## config.mk

```make
export PLATFORM = sky130hd
export DESIGN_NAME = alu_control_seq
export DESIGN_NICKNAME = d
export VERILOG_FILES = /design/src/rtl/alu_control_seq.sv
export SDC_FILE = /design/constraint.sdc
export NUM_CORES = 1
export LEC_CHECK = 0
export ABC_AREA = 1
export ABC_CLOCK_PERIOD_IN_PS = 1900
export CORE_ASPECT_RATIO = 0.75
export CORE_MARGIN = 5
export CORE_UTILIZATION = 47
export DETAILED_ROUTE_END_ITERATION = 6
export PLACE_DENSITY_LB_ADDON = 0.08
export SYNTH_ARGS = -nofsm -noshare
export SYNTH_HDL_FRONTEND = slang
export SYNTH_SLANG_ARGS = --single-unit
```

## constraint.sdc

```tcl
create_clock -name clk -period 1.9 [get_ports clk]
set_input_delay 0.38 -clock clk [delete_from_list [all_inputs] [get_ports clk]]
set_output_delay 0.38 -clock clk [all_outputs]
set_load 0.005 [all_outputs]
```

## src/rtl/alu_control_seq.sv

```systemverilog
// rtl/alu_control_seq.sv - registered MIPS32 ALU control decoder with HI/LO mul/div sequencer
//
// Purpose: decodes ALUOp/funct into a registered ALU operation code. A valid/stall
// handshake connects it to the pipeline. A small FSM tracks HI/LO unit occupancy.
//
// Ports:
//   clk           in   system clock, rising edge
//   rst           in   asynchronous active-high reset
//   valid_in      in   decode stage presents an instruction
//   stall_in      in   downstream stall request
//   alu_op[1:0]   in   main-control ALUOp
//   funct[5:0]    in   instruction funct field
//   stall_out     out  combinational; upstream holds its inputs while high
//   valid_out     out  registered; alu_control is valid
//   alu_control   out  registered ALU operation code (upper bits zero)
//   illegal_funct out  registered; qualifies valid_out
//   muldiv_start  out  registered one-cycle launch pulse for the HI/LO unit
//   hilo_busy     out  registered; HI/LO unit occupied
module alu_control_seq #(
    parameter int CTRL_W        = 4,
    parameter int MULDIV_LAT    = 8,
    parameter int ENABLE_MULDIV = 1
) (
    input  logic              clk,
    input  logic              rst,
    input  logic              valid_in,
    input  logic              stall_in,
    input  logic [1:0]        alu_op,
    input  logic [5:0]        funct,
    output logic              stall_out,
    output logic              valid_out,
    output logic [CTRL_W-1:0] alu_control,
    output logic              illegal_funct,
    output logic              muldiv_start,
    output logic              hilo_busy
);

    localparam logic [3:0] C_AND    = 4'b0000;
    localparam logic [3:0] C_OR     = 4'b0001;
    localparam logic [3:0] C_ADD    = 4'b0010;
    localparam logic [3:0] C_XOR    = 4'b0011;
    localparam logic [3:0] C_SUB    = 4'b0110;
    localparam logic [3:0] C_SLT    = 4'b0111;
    localparam logic [3:0] C_SLL    = 4'b1000;
    localparam logic [3:0] C_SRL    = 4'b1001;
    localparam logic [3:0] C_SRA    = 4'b1010;
    localparam logic [3:0] C_SLTU   = 4'b1011;
    localparam logic [3:0] C_NOR    = 4'b1100;
    localparam logic [3:0] C_MULDIV = 4'b1101;
    localparam logic [3:0] C_MFHILO = 4'b1110;

    localparam logic [7:0] LAT_M1 = 8'(MULDIV_LAT - 1);

    typedef enum logic {S_IDLE, S_BUSY} state_t;

    state_t            r_state, w_state_nxt;
    logic [7:0]        r_cnt, w_cnt_nxt;
    logic              r_valid, r_illegal, r_start;
    logic [CTRL_W-1:0] r_alu_control;

    logic [3:0]        w_code;
    logic              w_illegal;
    logic [CTRL_W-1:0] w_code_ext;
    logic              w_needs_hilo;
    logic              w_stall;
    logic              w_accept;
    logic              w_start;

    // Instruction decode. Illegal encodings fall back to ADD so the datapath
    // still sees a harmless operation.
    always_comb begin
        w_code    = C_ADD;
        w_illegal = 1'b0;
        case (alu_op)
            2'b00: w_code = C_ADD;
            2'b01: w_code = C_SUB;
            2'b10: begin
                case (funct)
                    6'b100000, 6'b100001: w_code = C_ADD;
                    6'b100010, 6'b100011: w_code = C_SUB;
                    6'b100100: w_code = C_AND;
                    6'b100101: w_code = C_OR;
                    6'b100110: w_code = C_XOR;
                    6'b100111: w_code = C_NOR;
                    6'b101010: w_code = C_SLT;
                    6'b101011: w_code = C_SLTU;
                    6'b000000: w_code = C_SLL;
                    6'b000010: w_code = C_SRL;
                    6'b000011: w_code = C_SRA;
                    6'b011000, 6'b011001, 6'b011010, 6'b011011: begin
                        if (ENABLE_MULDIV != 0) w_code    = C_MULDIV;
                        else                    w_illegal = 1'b1;
                    end
                    6'b010000, 6'b010010: begin
                        if (ENABLE_MULDIV != 0) w_code    = C_MFHILO;
                        else                    w_illegal = 1'b1;
                    end
                    default: w_illegal = 1'b1;
                endcase
            end
            default: w_illegal = 1'b1;
        endcase
    end

    always_comb begin
        w_code_ext      = '0;
        w_code_ext[3:0] = w_code;
    end

    // Only HI/LO consumers wait on the busy unit. Everything else flows past it.
    assign w_needs_hilo = valid_in && (alu_op == 2'b10) &&
                          ((w_code == C_MULDIV) || (w_code == C_MFHILO));
    assign w_stall      = stall_in || (hilo_busy && w_needs_hilo);
    assign w_accept     = valid_in && !w_stall;
    assign w_start      = w_accept && (alu_op == 2'b10) && (w_code == C_MULDIV);

    always_ff @(posedge clk or posedge rst) begin
        if (rst) begin
            r_valid       <= 1'b0;
            r_alu_control <= '0;
            r_illegal     <= 1'b0;
            r_start       <= 1'b0;
        end else if (stall_in) begin
            r_start <= 1'b0;
        end else if (w_accept) begin
            r_valid       <= 1'b1;
            r_alu_control <= w_code_ext;
            r_illegal     <= w_illegal;
            r_start       <= w_start;
        end else begin
            r_valid   <= 1'b0;
            r_illegal <= 1'b0;
            r_start   <= 1'b0;
        end
    end

    // HI/LO occupancy: loading LAT-1 and leaving on cnt==0 keeps busy high for
    // exactly MULDIV_LAT cycles. The count runs regardless of stall_in.
    always_ff @(posedge clk or posedge rst) begin
        if (rst) begin
            r_state <= S_IDLE;
            r_cnt   <= 8'd0;
        end else begin
            r_state <= w_state_nxt;
            r_cnt   <= w_cnt_nxt;
        end
    end

    always_comb begin
        w_state_nxt = r_state;
        w_cnt_nxt   = r_cnt;
        case (r_state)
            S_IDLE: begin
                if (w_start) begin
                    w_state_nxt = S_BUSY;
                    w_cnt_nxt   = LAT_M1;
                end
            end
            S_BUSY: begin
                if (r_cnt != 8'd0) w_cnt_nxt   = r_cnt - 8'd1;
                else               w_state_nxt = S_IDLE;
            end
            default: w_state_nxt = S_IDLE;
        endcase
    end

    assign stall_out     = w_stall;
    assign valid_out     = r_valid;
    assign alu_control   = r_alu_control;
    assign illegal_funct = r_illegal;
    assign muldiv_start  = r_start;
    assign hilo_busy     = (r_state == S_BUSY);

endmodule

```

Word level (Yosys, flattened, before mapping)
Cells that the tools add are included.
Storage, ports and cells
  input port bits: 12
  register bits: 16
  output and inout port bits: 9
  logic and storage cells: 66
Cells by class
  muxes and demuxes: 14
  bitwise logic cells: 2
  add/subtract/negate cells: 1
  equal/unequal tests: 24
  reductions and logical operators: 19
Operator list (number)
  $eq A6 B6 Y1 const B: 10
  $pmux W4 S12: 1
  $eq A6 B5 Y1 const B: 6
  $reduce_or A19 Y1: 1
  $mux W8: 2
  $pmux W8 S2: 1
  $eq A6 B2 Y1 const B: 2
  $eq A4 B4 Y1 const B: 2
  $pmux W4 S2: 1
  $reduce_bool A8 Y1: 1
  $sub A8 B1 Y8 const B: 1
  $mux W1: 7
  $logic_and A1 B1 Y1: 6
  $logic_not A6 Y1: 1
  $reduce_or A2 Y1: 3
  $pmux W1 S2: 2
  $reduce_and A2 Y1: 2
  $reduce_or A4 Y1: 1
  $eq A2 B1 Y1 const B: 1
  $eq A2 B2 Y1 const B: 1
  $logic_not A2 Y1: 1
  $logic_or A1 B1 Y1: 2
  $ne A2 B1 Y1 const B: 1
  $ne A2 B2 Y1 const B: 1
  2 further kinds: 3

Depth between registers and ports, before layout
Gate-level depths: netlist of the first run.
  depth in word-level cells: 15
  gate-level depth with buffers: 15
  mapped depth without buffers: 15

Worst setup path after synthesis of the first run
No wires, ideal clock.
  kind: input -> output
  start point: input funct[3]
  end point: output stall_out
  arrival time: 1.498 ns
  required time: 1.520 ns
  path slack: 0.022 ns
  buffers on the path: 0
  stages on the path: 11
  path through: nor2_1 > nand3_1 > nand2_2 > nor2_2 > nand2_1 > nand2_2 > nor2_4 > nand2_2 > nor3_4 > nand2_4 > nand2_1
On the way
  longest elaborated chain between the ends: 9
  elaborated cells between the ends (all ways): 28
  those cells by class: 18 x eq/ne; 2 x mux; 8 x reduce/logical
Ends and longest elaborated chain
  start: declaration: RTL line 29  | input logic [5:0] funct,
  $eq A6 B5 Y1 / $eq A6 B6 Y1 (equally long branches): RTL line 78  | case (funct)
  $reduce_or A4 Y1, or another cell as far along: RTL line 78
  $pmux W4 S12 *: RTL line 78
  $pmux W4 S2 *: RTL line 74  | case (alu_op)
  $eq A4 B4 Y1: RTL line 112  | ((w_code == C_MULDIV) || (w_code == C_MFHILO));
  $logic_or A1 B1 Y1 *: RTL line 112
  $logic_and A1 B1 Y1 *: RTL line 111  | assign w_needs_hilo = valid_in && (alu_op == 2'b10) &&
  $logic_and A1 B1 Y1 *: RTL line 113  | assign w_stall = stall_in || (hilo_busy && w_needs_hilo);
  $logic_or A1 B1 Y1 *: RTL line 113
  end: declaration: RTL line 30  | output logic stall_out,
Mark *: on every way between the ends. The rest lies on a longest branch, timed or not.

Worst setup path in the final report of the first run
  start point: input funct[0]
  end point: output stall_out
Same word-level chain as after synthesis.

==> impl_metrics.yaml, run 1 <==
logic_synthesis:
  ys_warn_count: 0
  synth_ff_type: "dfrtp_1"
  synth_area_per_cell_um2: 7.16
  synth_seq_cells: 16
  synth_edf_count: 0
  syn-cell-area_um2: 1240
  synth_top_cell_area_share_pct: 32.3
  synth_most_common_cell: "nand2_1"
  synth_cells: 173
  syn_nets: 189
  yosysTopAreaCell: "dfrtp_1"
  synthTopCellsByCount: "nand2_1, inv_1, nand3_1"
  yosysSeqAreaShare_pct: 32.3
  ys_top_cells_by_area: "dfrtp_1, nand2_1, inv_1"
  synthArstFlopShare_pct: 100
  yosysUniqueCellTypes: 26
global_routing:
  grt_use_met2_pct: 32.8
  grt.total_usage_pct: 19.9
  grt_pass1_vias: 1282
  overflow: 0
  grt-busiest-layer: "met2"
  grt_pass1_wl_um: 5850
  use_met1_pct: 25.8
  grtUsageMet3_pct: 5.50
  antenna_found_initial: 0
  grt_max_degree: 17
clock_network:
  holdBufCountCts: 0
  insertion_delay_ps: 290
  clock_sinks: 16
  tritoncts: "built"
  numCtsBuffers: 3
  cts_max_path_buffers: 2
  path_clk_slew_ps: 100
  htree_levels: 1
  cts_root_buffer: "clkbuf_4"
timing:
  finalHoldViolCount: 0
  worst_slew_pin_slew_ps: 619
  finalClockSkew_ps: 1.60
  period_share_pct: 107
  slew_viol_final: 0
  max_clock_freq_mhz: 492
  grt_setup_unrepaired: "yes"
  setup_viol: 2
  slew_headroom_pct: 58.7
  fin_ws_ps: -133
  period_minus_slack_ps: 2030
  tns_ps: -133
worst_setup_path:
  endpoint_kind: "output port"
  r2r-end: "r_cnt[7]"
  crit_path_top_delay_cell: "buf_4"
  startpoint_type: "input port"
  crit_top_cell: "nand2_2"
  path_class: "input port to output port"
  cp_slowest_stage_delay_ps: 140
  r2r-start: "r_cnt[0]"
  crit_chain: "buf_4, nand2_2, inv_2, nand3_2, nand2_2, buf_4, nor3_2, nand2_1, nand2_2, nand2_2, nand2_2, nand2_2, nand2_4, nand2_2, buf_2"
  cp_data_required_time_ps: 1520
  reg2reg_depth: 12
  worstSetupStartpoint: "funct[0]"
  crit_arrival_ps: 1650
  critPathMaxFanout: 4
  rrSetupSlack_ps: 0
detailed_routing:
  via_count: 1375
  drt-vias-per-instance: 5.19
  first_pass_iters: 4
  drcViolationCount: 0
  first_iter_violations: 77
  finalWirelength_um: 3550
  avgRoutedWirePerCell_um: 13.4
  drtAntennaViolNets: 0
layout:
  synthToLayoutAreaGrowth_pct: 57.9
  fin_cells: 265
  fin_area_um2: 1960
  drive_gt1_share_pct: 45.9
  final_nets: 246
  n_antenna_cell: 0
  fillers: 205
floorplanning:
  boundaryPins: 21
  start_util_pct: 48.3
  dieArea_um2: 3770
  die_h_um: 54.5
  rows: 16
  die_w_um: 69.3
  core_area_um2: 2560
placed_design:
  place_inst: 252
  place.gp.congestion: 0.794
  pre_cts_slack_ps: -1010
  io_buffer_count: 20
  dp_hpwl_um: 2410
  placed_area_um2: 1660
worst_hold_path:
  hold_class: "input port to asynchronous set/reset pin"
outcome:
  status: "complete, but fails checks"
  violations: "setup timing"
power:
  ir_drop_mv: 0.640
  p_per_area_nw_per_um2: 665
  p_leak_uw: 0.000994
run:
  maxCapViolCount: 0
==> area by class of cell <==
type	instances	area [um^2]	area share [%]
sequential	16	400	20.5
inverter	28	108	5.50
tap	36	45.0	2.30
timing repair buffer	51	442	22.6
multi-input combinational	130	925	47.3
clock buffer	4	36.3	1.86
==> cells in the final DEF, fill, tap and decap left out, types with 2 or more instances in the layout <==
master	n
buf_8	2
o21ai_0	2
nand2_4	2
ha_4	2
nor2_4	10
nor2_2	6
nand3_1	12
dlygate4sd2_1	2
nand2_1	35
nand2_2	18
nor3_1	4
clkdlybuf4s50_1	11
inv_1	18
nor2_1	6
nand3_2	7
clkbuf_4	4
xor2_1	4
dfrtp_1	16
nand3b_1	2
buf_4	32
nand4_1	6
nor3_2	2
nand3_4	3
inv_2	8
==> logic make-up after synthesis <==
family | share of synthesized area (%)
adders and majority gates | 4.04
xor gates and xnor gates | 3.54
and+or+nand+nor | 48.0
DFF | 32.3
AOI/OAI and AO/OA | 3.64
buffers and inverters | 8.48
==> metal layers <==
layer	wire length [um]	vias up	part of all wire, %
met5	0	-	0
met4	47	0	1.3
met3	249	6	7.0
met2	1620	60	46
met1	1630	637	46
li1	-	672	-
==> stage by stage <==
step	hold WS (ps)	total power (uW)	utilization (%)
global placement	461	947	64.6
finish	458	1300	76.3
CTS	474	1230	72.6
detailed placement	462	958	64.6
global route	492	1400	76.3
floorplan	294	805	-
==> state kept, by name (all words and copies together), names as in the netlist <==
register and flops:
r_cnt 8, valid_out 1, illegal_funct 1, hilo_busy 1
muldiv_start 1, alu_control 4
==> what timing repair did <==
action / in CTS / in global routing
gates resized for setup: 79 / 21
pin swaps: 18 / 16
cloned: 1 / 0
endpoints found under the setup margin: 17 / 14
endpoints found under the hold margin: 0 / 0
buffers inserted: 4 / 5
==> worst max path at each step <==
stage	endpoint	slack, ps	cells past startpoint
after floorplan	stall_out	20	11
after CTS	stall_out	-150	13
after global routing	stall_out	-230	13
after detailed placement	stall_out	-1010	13
after global placement	stall_out	-960	12
final	stall_out	-130	15
==> worst max-delay path, delay by kind of cell <==
family	cells	cell delay, ps
buf+inv	4	440
simple gates	11	830
==> report_power, final <==
part,switching (uW),internal [uW]
Sequential,84.9,417
Clock,114,117
Combinational,312,257
Note: power is estimated with default switching activity, not from simulation.
==> run 2, diff against run 1 <==
Settings changed: HOLD_SLACK_MARGIN from default to 0.1.
==> results of run 2 <==
Same layout as run 1: the final DEF is identical, and so are final timing and power.
